`src/rtl/lim_counter_chain_pkg.sv`:
```
// Shared constants and types for the limited digit counter chain.
// Holds the stopwatch limit presets and the direction encodings.
package lim_counter_chain_pkg;

  localparam logic DIR_UP = 1'b1;
  localparam logic DIR_DN = 1'b0;

  // Digit 0 sits in the LSBs. The hours-tens limit of 3 keeps that digit in 0..2.
  localparam logic [15:0] MMSS_LIMITS   = 16'h6A6A;
  localparam logic [23:0] HHMMSS_LIMITS = 24'h3A6A6A;

  typedef enum logic [1:0] {
    OP_HOLD,
    OP_CLEAR,
    OP_LOAD,
    OP_STEP
  } digit_op_e;

endpackage

```
`src/rtl/lim_digit.sv`:
```
// One modulo-L digit register with clear, clamped load and an up/down step.
// A limit field of 0 selects the full 2^DIG_W range.
module lim_digit
  import lim_counter_chain_pkg::*;
#(
  parameter int DIG_W = 4
) (
  input  logic             clk_i,
  input  logic             rst_ni,
  input  logic [DIG_W-1:0] limit_i,
  input  logic             en_i,
  input  logic             dir_i,
  input  logic             clear_i,
  input  logic             load_i,
  input  logic [DIG_W-1:0] load_val_i,
  output logic [DIG_W-1:0] value_o,
  output logic             is_max_o,
  output logic             is_min_o
);

  logic [DIG_W-1:0] value_q, value_d;
  logic [DIG_W-1:0] maxVal;
  digit_op_e        op;

  // A zero field wraps to all ones, which is exactly 2^DIG_W - 1.
  assign maxVal   = limit_i - DIG_W'(1);
  assign is_max_o = (value_q == maxVal);
  assign is_min_o = (value_q == '0);
  assign value_o  = value_q;

  always_comb begin
    op = OP_HOLD;
    if (clear_i)     op = OP_CLEAR;
    else if (load_i) op = OP_LOAD;
    else if (en_i)   op = OP_STEP;
  end

  always_comb begin
    value_d = value_q;
    case (op)
      OP_CLEAR: value_d = '0;
      OP_LOAD:  value_d = (load_val_i > maxVal) ? maxVal : load_val_i;
      OP_STEP: begin
        if (dir_i == DIR_UP) value_d = is_max_o ? '0 : value_q + DIG_W'(1);
        else                 value_d = is_min_o ? maxVal : value_q - DIG_W'(1);
      end
      default: value_d = value_q;
    endcase
  end

  always_ff @(posedge clk_i or negedge rst_ni) begin
    if (!rst_ni) value_q <= '0;
    else         value_q <= value_d;
  end

endmodule

```
`src/rtl/lim_counter_chain.sv`:
```
// Cascade of NDIG limited digits counting up or down on a tick strobe,
// with wrap or saturate at the chain ends plus wrap pulse and sticky overflow.
module lim_counter_chain
  import lim_counter_chain_pkg::*;
#(
  parameter int                    NDIG     = 4,
  parameter int                    DIG_W    = 4,
  parameter logic [NDIG*DIG_W-1:0] LIMITS   = 16'h6A6A,
  parameter bit                    SATURATE = 1'b0
) (
  input  logic                  clk_i,
  input  logic                  rst_ni,
  input  logic                  tick_i,
  input  logic                  dir_i,
  input  logic                  clear_i,
  input  logic                  load_i,
  input  logic [NDIG*DIG_W-1:0] load_val_i,
  output logic [NDIG*DIG_W-1:0] digits_o,
  output logic                  wrap_pulse_o,
  output logic                  at_max_o,
  output logic                  at_zero_o,
  output logic                  ovf_o
);

  logic [NDIG-1:0] isMax, isMin, stepEn;
  logic [NDIG:0]   lowerMax, lowerMin;
  logic            countNow, endEvent, holdEnd;
  logic            wrap_q, wrap_d, ovf_q, ovf_d;

  assign lowerMax[0] = 1'b1;
  assign lowerMin[0] = 1'b1;

  assign countNow = tick_i & ~clear_i & ~load_i;
  assign endEvent = countNow & ((dir_i == DIR_UP) ? at_max_o : at_zero_o);
  // Saturating chains freeze every digit on an end-of-range tick.
  assign holdEnd  = SATURATE & endEvent;

  for (genvar g = 0; g < NDIG; g++) begin : gDigit
    assign lowerMax[g+1] = lowerMax[g] & isMax[g];
    assign lowerMin[g+1] = lowerMin[g] & isMin[g];
    assign stepEn[g]     = countNow & ~holdEnd &
                           ((dir_i == DIR_UP) ? lowerMax[g] : lowerMin[g]);

    lim_digit #(.DIG_W(DIG_W)) uDigit (
      .clk_i      (clk_i),
      .rst_ni     (rst_ni),
      .limit_i    (LIMITS[g*DIG_W +: DIG_W]),
      .en_i       (stepEn[g]),
      .dir_i      (dir_i),
      .clear_i    (clear_i),
      .load_i     (load_i),
      .load_val_i (load_val_i[g*DIG_W +: DIG_W]),
      .value_o    (digits_o[g*DIG_W +: DIG_W]),
      .is_max_o   (isMax[g]),
      .is_min_o   (isMin[g])
    );
  end

  assign at_max_o  = lowerMax[NDIG];
  assign at_zero_o = lowerMin[NDIG];

  always_comb begin
    wrap_d = endEvent & ~SATURATE;
    ovf_d  = ovf_q;
    if (clear_i)       ovf_d = 1'b0;
    else if (endEvent) ovf_d = 1'b1;
  end

  always_ff @(posedge clk_i or negedge rst_ni) begin
    if (!rst_ni) begin
      wrap_q <= 1'b0;
      ovf_q  <= 1'b0;
    end else begin
      wrap_q <= wrap_d;
      ovf_q  <= ovf_d;
    end
  end

  assign wrap_pulse_o = wrap_q;
  assign ovf_o        = ovf_q;

endmodule
```
`config.mk`:
```
export PLATFORM = sky130hd
export DESIGN_NAME = lim_counter_chain
export DESIGN_NICKNAME = d
export VERILOG_FILES = /design/src/rtl/lim_counter_chain_pkg.sv /design/src/rtl/lim_digit.sv /design/src/rtl/lim_counter_chain.sv
export SDC_FILE = /design/constraint.sdc
export NUM_CORES = 1
export LEC_CHECK = 0
export ABC_AREA = 1
export ABC_CLOCK_PERIOD_IN_PS = 1700
export BUFFER_PORTS_ARGS = -buffer_cell sky130_fd_sc_hd__clkbuf_2
export CORE_MARGIN = 2
export CORE_UTILIZATION = 37
export CTS_CLUSTER_DIAMETER = 100
export DETAILED_ROUTE_END_ITERATION = 10
export PLACE_DENSITY_LB_ADDON = 0.15
export SYNTH_ARGS = -nofsm -noshare
export SYNTH_HDL_FRONTEND = slang
export SYNTH_HIERARCHICAL = 1
export SYNTH_SLANG_ARGS = --single-unit
```
`constraint.sdc`:
```
create_clock -name clk_i -period 1.7 [get_ports clk_i]
set_input_delay 0.51 -clock clk_i [delete_from_list [all_inputs] [get_ports clk_i]]
set_output_delay 0.51 -clock clk_i [all_outputs]
set_load 0.02 [all_outputs]
```
---- After elaboration in Yosys (flattened, before gate mapping) ----
Cells that the tools add are included.
operators by class
  add/sub/neg operators ................... 8
  multiply operators ...................... 0
  divide/modulo/power cells ............... 0
  $lt $le $gt $ge ......................... 4
  equal/unequal tests ..................... 16
  shift-type cells ........................ 0
  muxes and demuxes ....................... 38
  bitwise operators ....................... 14
  reductions and logical operators ........ 9
operator list
  operator                                                                count
  4-bit 2-to-1 mux                                                        16
  4-bit one-hot mux with 3 select lines                                   4
  2-bit 2-to-1 mux                                                        12
  4-bit by 1-bit adder with 4-bit output (second input constant)          4
  2-bit equality test (second input constant)                             8
  4-bit logical NOT                                                       4
  4-bit by 1-bit subtractor with 4-bit output (second input constant)     4
  1-bit AND                                                               12
  3-bit nonzero test                                                      4
  2-bit by 1-bit equality test with 1-bit output (second input constant)  4
  4-bit by 3-bit equality test with 1-bit output (second input constant)  2
  4-bit equality test (second input constant)                             2
  4-bit by 3-bit > comparator with 1-bit output (second input constant)   2
  4-bit > comparator (second input constant)                              2
  1-bit 2-to-1 mux                                                        6
  1-bit inverter                                                          2
  2-bit nonzero test                                                      1
word-level totals
  register bits after elaboration ......... 18
  bits in latches ......................... 0
  memory bits (writable) .................. 0
  bits in read-only memories .............. 0
  bits of input ports ..................... 22
  word-level logic and storage cells ...... 95
  memories ................................ 0

---- Longest topological paths before layout ----
  depth in word-level cells ............... 10
  gate-level depth with buffers ........... 19

---- Hierarchy ----
Netlist, hierarchy kept.
modules (own cells, without submodules)
  module             instances  cells each  area an instance (um^2)  sequential area each (um^2)
  lim_digit          4          133         710.7                    100.1
  lim_counter_chain  1          29          191.4                    50.0

---- Least setup slack after synthesis ----
OpenSTA, ideal clock, no wires.
  kind .................................... register -> register
  start point ............................. register gDigit[0].uDigit.value_q[0]
  end point ............................... register gDigit[3].uDigit.value_q[0]
  library setup time ...................... 65 ps
  arrival ................................. 1914 ps
  required time ........................... 1635 ps
  slack ................................... -278 ps
  stages on the path, launching flop included .. 15
  path buffers ............................ 0
  clock period less this slack ............ 1978 ps
  path through ............................ dfrtp_1 inv_1 nand2_1 nand4_1 nor2_1 nand2_2 inv_1 nand4_1 a21oi_2 inv_1 o21ai_0 nand3_1 a21oi_1 nand2_1 nand2_1
between the ends
  longest elaborated chain between the ends .. 10
RTL lines
  element                                                                                line                     source
  start: declaration                                                                     lim_digit.sv:21          logic [DIG_W-1:0] value_q, value_d;
  start signal: assignment                                                               lim_digit.sv:53          else value_q <= value_d;
  4-bit equality test *                                                                  lim_digit.sv:27          assign is_max_o = (value_q == maxVal);
  net isMax[0]                                                                           lim_counter_chain.sv:25  logic [NDIG-1:0] isMax, isMin, stepEn;
  1-bit AND * (2 in a row)                                                               lim_counter_chain.sv:39  assign lowerMax[g+1] = lowerMax[g] & isMax[g];
  1-bit 2-to-1 mux *                                                                     lim_counter_chain.sv:42  ((dir_i == DIR_UP) ? lowerMax[g] : lowerMin[g]);
  1-bit AND *                                                                            lim_counter_chain.sv:41  assign stepEn[g] = countNow & ~holdEnd &
  net stepEn[3]                                                                          lim_counter_chain.sv:25
  2-bit 2-to-1 mux *                                                                     lim_digit.sv:35          else if (en_i) op = OP_STEP;
  2-bit 2-to-1 mux *                                                                     lim_digit.sv:34          else if (load_i) op = OP_LOAD;
  2-bit 2-to-1 mux *                                                                     lim_digit.sv:33          if (clear_i) op = OP_CLEAR;
  2-bit equality test or 2-bit by 1-bit equality test with 1-bit output (tied branches)  lim_digit.sv:40          case (op)
  4-bit one-hot mux with 3 select lines or 3-bit nonzero test (tied branches)            --
  end signal: assignment                                                                 lim_digit.sv:53
  end: declaration                                                                       lim_digit.sv:21
Mark *: on every way through the listed nets, which the timed path passes. The rest lies on a longest branch.
A chain may end at the register's enable or synchronous reset.

---- Worst setup path in the final report ----
  start point ............................. register gDigit[0].uDigit.value_q[0]
  end point ............................... output port at_max_o
between the ends
  longest elaborated chain between the ends .. 4
RTL lines
  element                 line                     source
  4-bit equality test     lim_digit.sv:27
  net isMax[0]            lim_counter_chain.sv:25
  1-bit AND (3 in a row)  lim_counter_chain.sv:39
  end: declaration        lim_counter_chain.sv:20  output logic at_max_o,
The timed path passes the listed nets, and every way through them passes these cells.

==> impl_metrics.env <==
export IMPL_drt_iter0_drc=81
export IMPL_die_x_um=94.6
export IMPL_crit_path_start="gDigit[0].uDigit/value_o[0]"
export IMPL_drc=0
export IMPL_fin_cells=839
export IMPL_yosysUniqueCellTypes=17
export IMPL_die_y_um=94.6
export IMPL_h_tree_depth=1
export IMPL_r2r_start="gDigit[0].uDigit/value_o[0]"
export IMPL_drv_cap=0
export IMPL_coreArea_um2=8090
export IMPL_grt_pass1_wl_um=14800
export IMPL_ir_drop_mv=0.560
export IMPL_slew_viol_final=0
export IMPL_fin_nets=785
export IMPL_total_power_w=0.00287
export IMPL_dr_pass1_iters=4
export IMPL_setup_worst_path_class="register to output pin"
export IMPL_final_cell_mix="nand2_1 (205), inv_1 (78), buf_4 (74)"
export IMPL_dp_cells=820
export IMPL_diodes=0
export IMPL_power_leakage_nw=2.63
export IMPL_synth_seq_cells=18
export IMPL_ant_nets=0
export IMPL_crit_arrival_ps=1530
export IMPL_dr_total_vias=3802
export IMPL_synthCells=561
export IMPL_wl_per_cell_um=10.4
export IMPL_path_cells="inv_4, nand2_2, nand4_1, nor2_1, nand2_2, inv_2, nand4_1, inv_1, clkbuf_8"
export IMPL_place_gp_congestion=0.854
export IMPL_dp_slack_ps=-186
export IMPL_drive_gt1_frac=0.283
export IMPL_clockRootBuffer="clkbuf_8"
export IMPL_syn_area_um2=3030
export IMPL_row_count=33
export IMPL_crit_required_ps=1190
export IMPL_reg2reg_setup_slack_ps=-260
export IMPL_finalSetupTns_ps=-3160
export IMPL_hold_class="primary input to asynchronous set/reset pin"
export IMPL_startpoint_type="register"
export IMPL_multi_input_area_um2=2600
export IMPL_cellPowerDensity_nw_per_um2=645
export IMPL_ys_seq_area_frac=0.148
export IMPL_wl_um=8740
export IMPL_fin_crit_sh=1.20
export IMPL_endpoint_kind="output pin"
export IMPL_cts_buffers=3
export IMPL_fin_ws_ps=-340
export IMPL_fin_crit_ps=2040
export IMPL_nFillCells=855
export IMPL_timing_slew_headroom=0.644
export IMPL_grt_usage=0.202
export IMPL_violations="setup timing"
export IMPL_rsz0062_at_grt="yes"
export IMPL_area_growth_syn_to_layout_pct=46.8
export IMPL_status="finished, violations left"
export IMPL_fmax_mhz=490
export IMPL_finalSetupViolCount=14
export IMPL_ff2ff_path_depth=16
export IMPL_die_area_um2=8940
export IMPL_crit_path_end="at_max_o"
export IMPL_cts_sinks=18
export IMPL_via_per_inst=4.53
export IMPL_fin_skew_ps=2.65
export IMPL_final_seq_area_um2=460
export IMPL_ctsHoldBuffers=0
export IMPL_ios=42
export IMPL_grt_pass1_vias=3557
export IMPL_clock_path_buffers=2
export IMPL_grt_overflow=0
export IMPL_path_clk_slew_ps=80
export IMPL_crit_slowest_cell="dfrtp_2"
export IMPL_antenna_found_initial=0
export IMPL_cpPeakStageDelay_ps=390
export IMPL_syn_area_per_cell_um2=5.41
export IMPL_finalHoldViolations=0
export IMPL_port_buffers=41
export IMPL_tightestPinTransition_ps=534
export IMPL_timing_rr_end="gDigit[1].uDigit/value_o[0]"
export IMPL_final_common_cell="nand2_1"
export IMPL_cts_tree="done"
export IMPL_hpwlAfterDp_um=7010
export IMPL_yosys_warnings=6
export IMPL_grt_start_max_net_pins=19
export IMPL_start_util=0.375
export IMPL_path_max_fanout=4
export IMPL_insertion_delay_ps=260
==> per-layer routing <==
| metal | global-route usage | vias up | wire length, µm |
|---|---|---|---|
| met1 | 0.252 | 1699 | 4030 |
| met2 | 0.381 | 50 | 4400 |
| li1 | - | 2045 | - |
| met4 | 0.0302 | 0 | 71 |
| met5 | 0 | - | 0 |
| met3 | 0.0231 | 8 | 237 |
==> synth_stat cells <==
cell | number | area, µm²
o21ai_1 | 1 | 5.00
nor2_4 | 4 | 45.0
nand2_1 | 211 | 792
nand3_1 | 55 | 275
a21oi_1 | 32 | 160
dfrtp_1 | 18 | 450
ha_1 | 28 | 350
conb_1 | 2 | 7.51
xor2_1 | 12 | 105
o21ai_0 | 20 | 100
nor2_1 | 57 | 214
inv_1 | 89 | 334
inv_2 | 9 | 33.8
a21oi_2 | 3 | 26.3
nand2_2 | 12 | 75.1
nor3_4 | 1 | 16.3
nand4_1 | 7 | 43.8
==> layout make-up <==
cell class                      count  share of cell area
Multi-Input combinational cell    495               0.584
Inverter                           98              0.0843
Clock buffer                        4              0.0124
Tap cell                          105              0.0295
Sequential cell                    18               0.103
Timing Repair Buffer              119               0.187
==> how the worst min path moves through the flow <==
stage                start                           to  slack [ps]  cells past startpoint
detailed placement   ovf_o                        ovf_o         480                      2
CTS                 rst_ni  gDigit[2].uDigit/value_o[2]         220                      1
finish              rst_ni  gDigit[2].uDigit/value_o[2]         210                      1
global route        rst_ni  gDigit[2].uDigit/value_o[2]         230                      1
global placement     ovf_o                        ovf_o         480                      2
floorplan           rst_ni  gDigit[0].uDigit/value_o[0]         210                      0
==> power by group <==
part | switching, W | internal (W)
Clock | 0.000167 | 0.000206
Combinational | 0.00110 | 0.000854
Sequential | 0.0000471 | 0.000493
==> critical path, delay by kind of cell, from the launching register on <==
kind                   cells  cell delay (ps)
buffers and inverters      4              360
DFF                        1              390
and+or+nand+nor            5              520
==> cells by family after synthesis <==
kind of cell | share of synthesized area
XOR/XNOR | 0.0346
other | 0.00248
adder cells (fa/ha/maj) | 0.115
AO/OA/AOI/OAI | 0.0961
flip-flops | 0.148
AND/OR/NAND/NOR | 0.482
buffers and inverters | 0.121
==> per-stage QoR <==
step / area [µm²] / hold WS (ps) / util
2_1_floorplan: 3290 / 214 / -
3_3_place_gp: 4100 / 481 / 0.507
3_5_place_dp: 4100 / 484 / 0.507
4_1_cts: 4370 / 216 / 0.540
5_1_grt: 4450 / 230 / 0.550
6_report: 4450 / 215 / 0.550
==> what timing repair did <==
action,CTS,global route
setup buffers,14,4
setup endpoints to repair,14,16
resized for setup,29,26
pin swaps,21,24
==> sequential cells by signal, indices dropped and copies added (netlist names) <==
signal / flops
gDigit.uDigit/value_o: 16
ovf_o: 1
wrap_pulse_o: 1
Note: power is estimated with default switching activity, not from simulation.
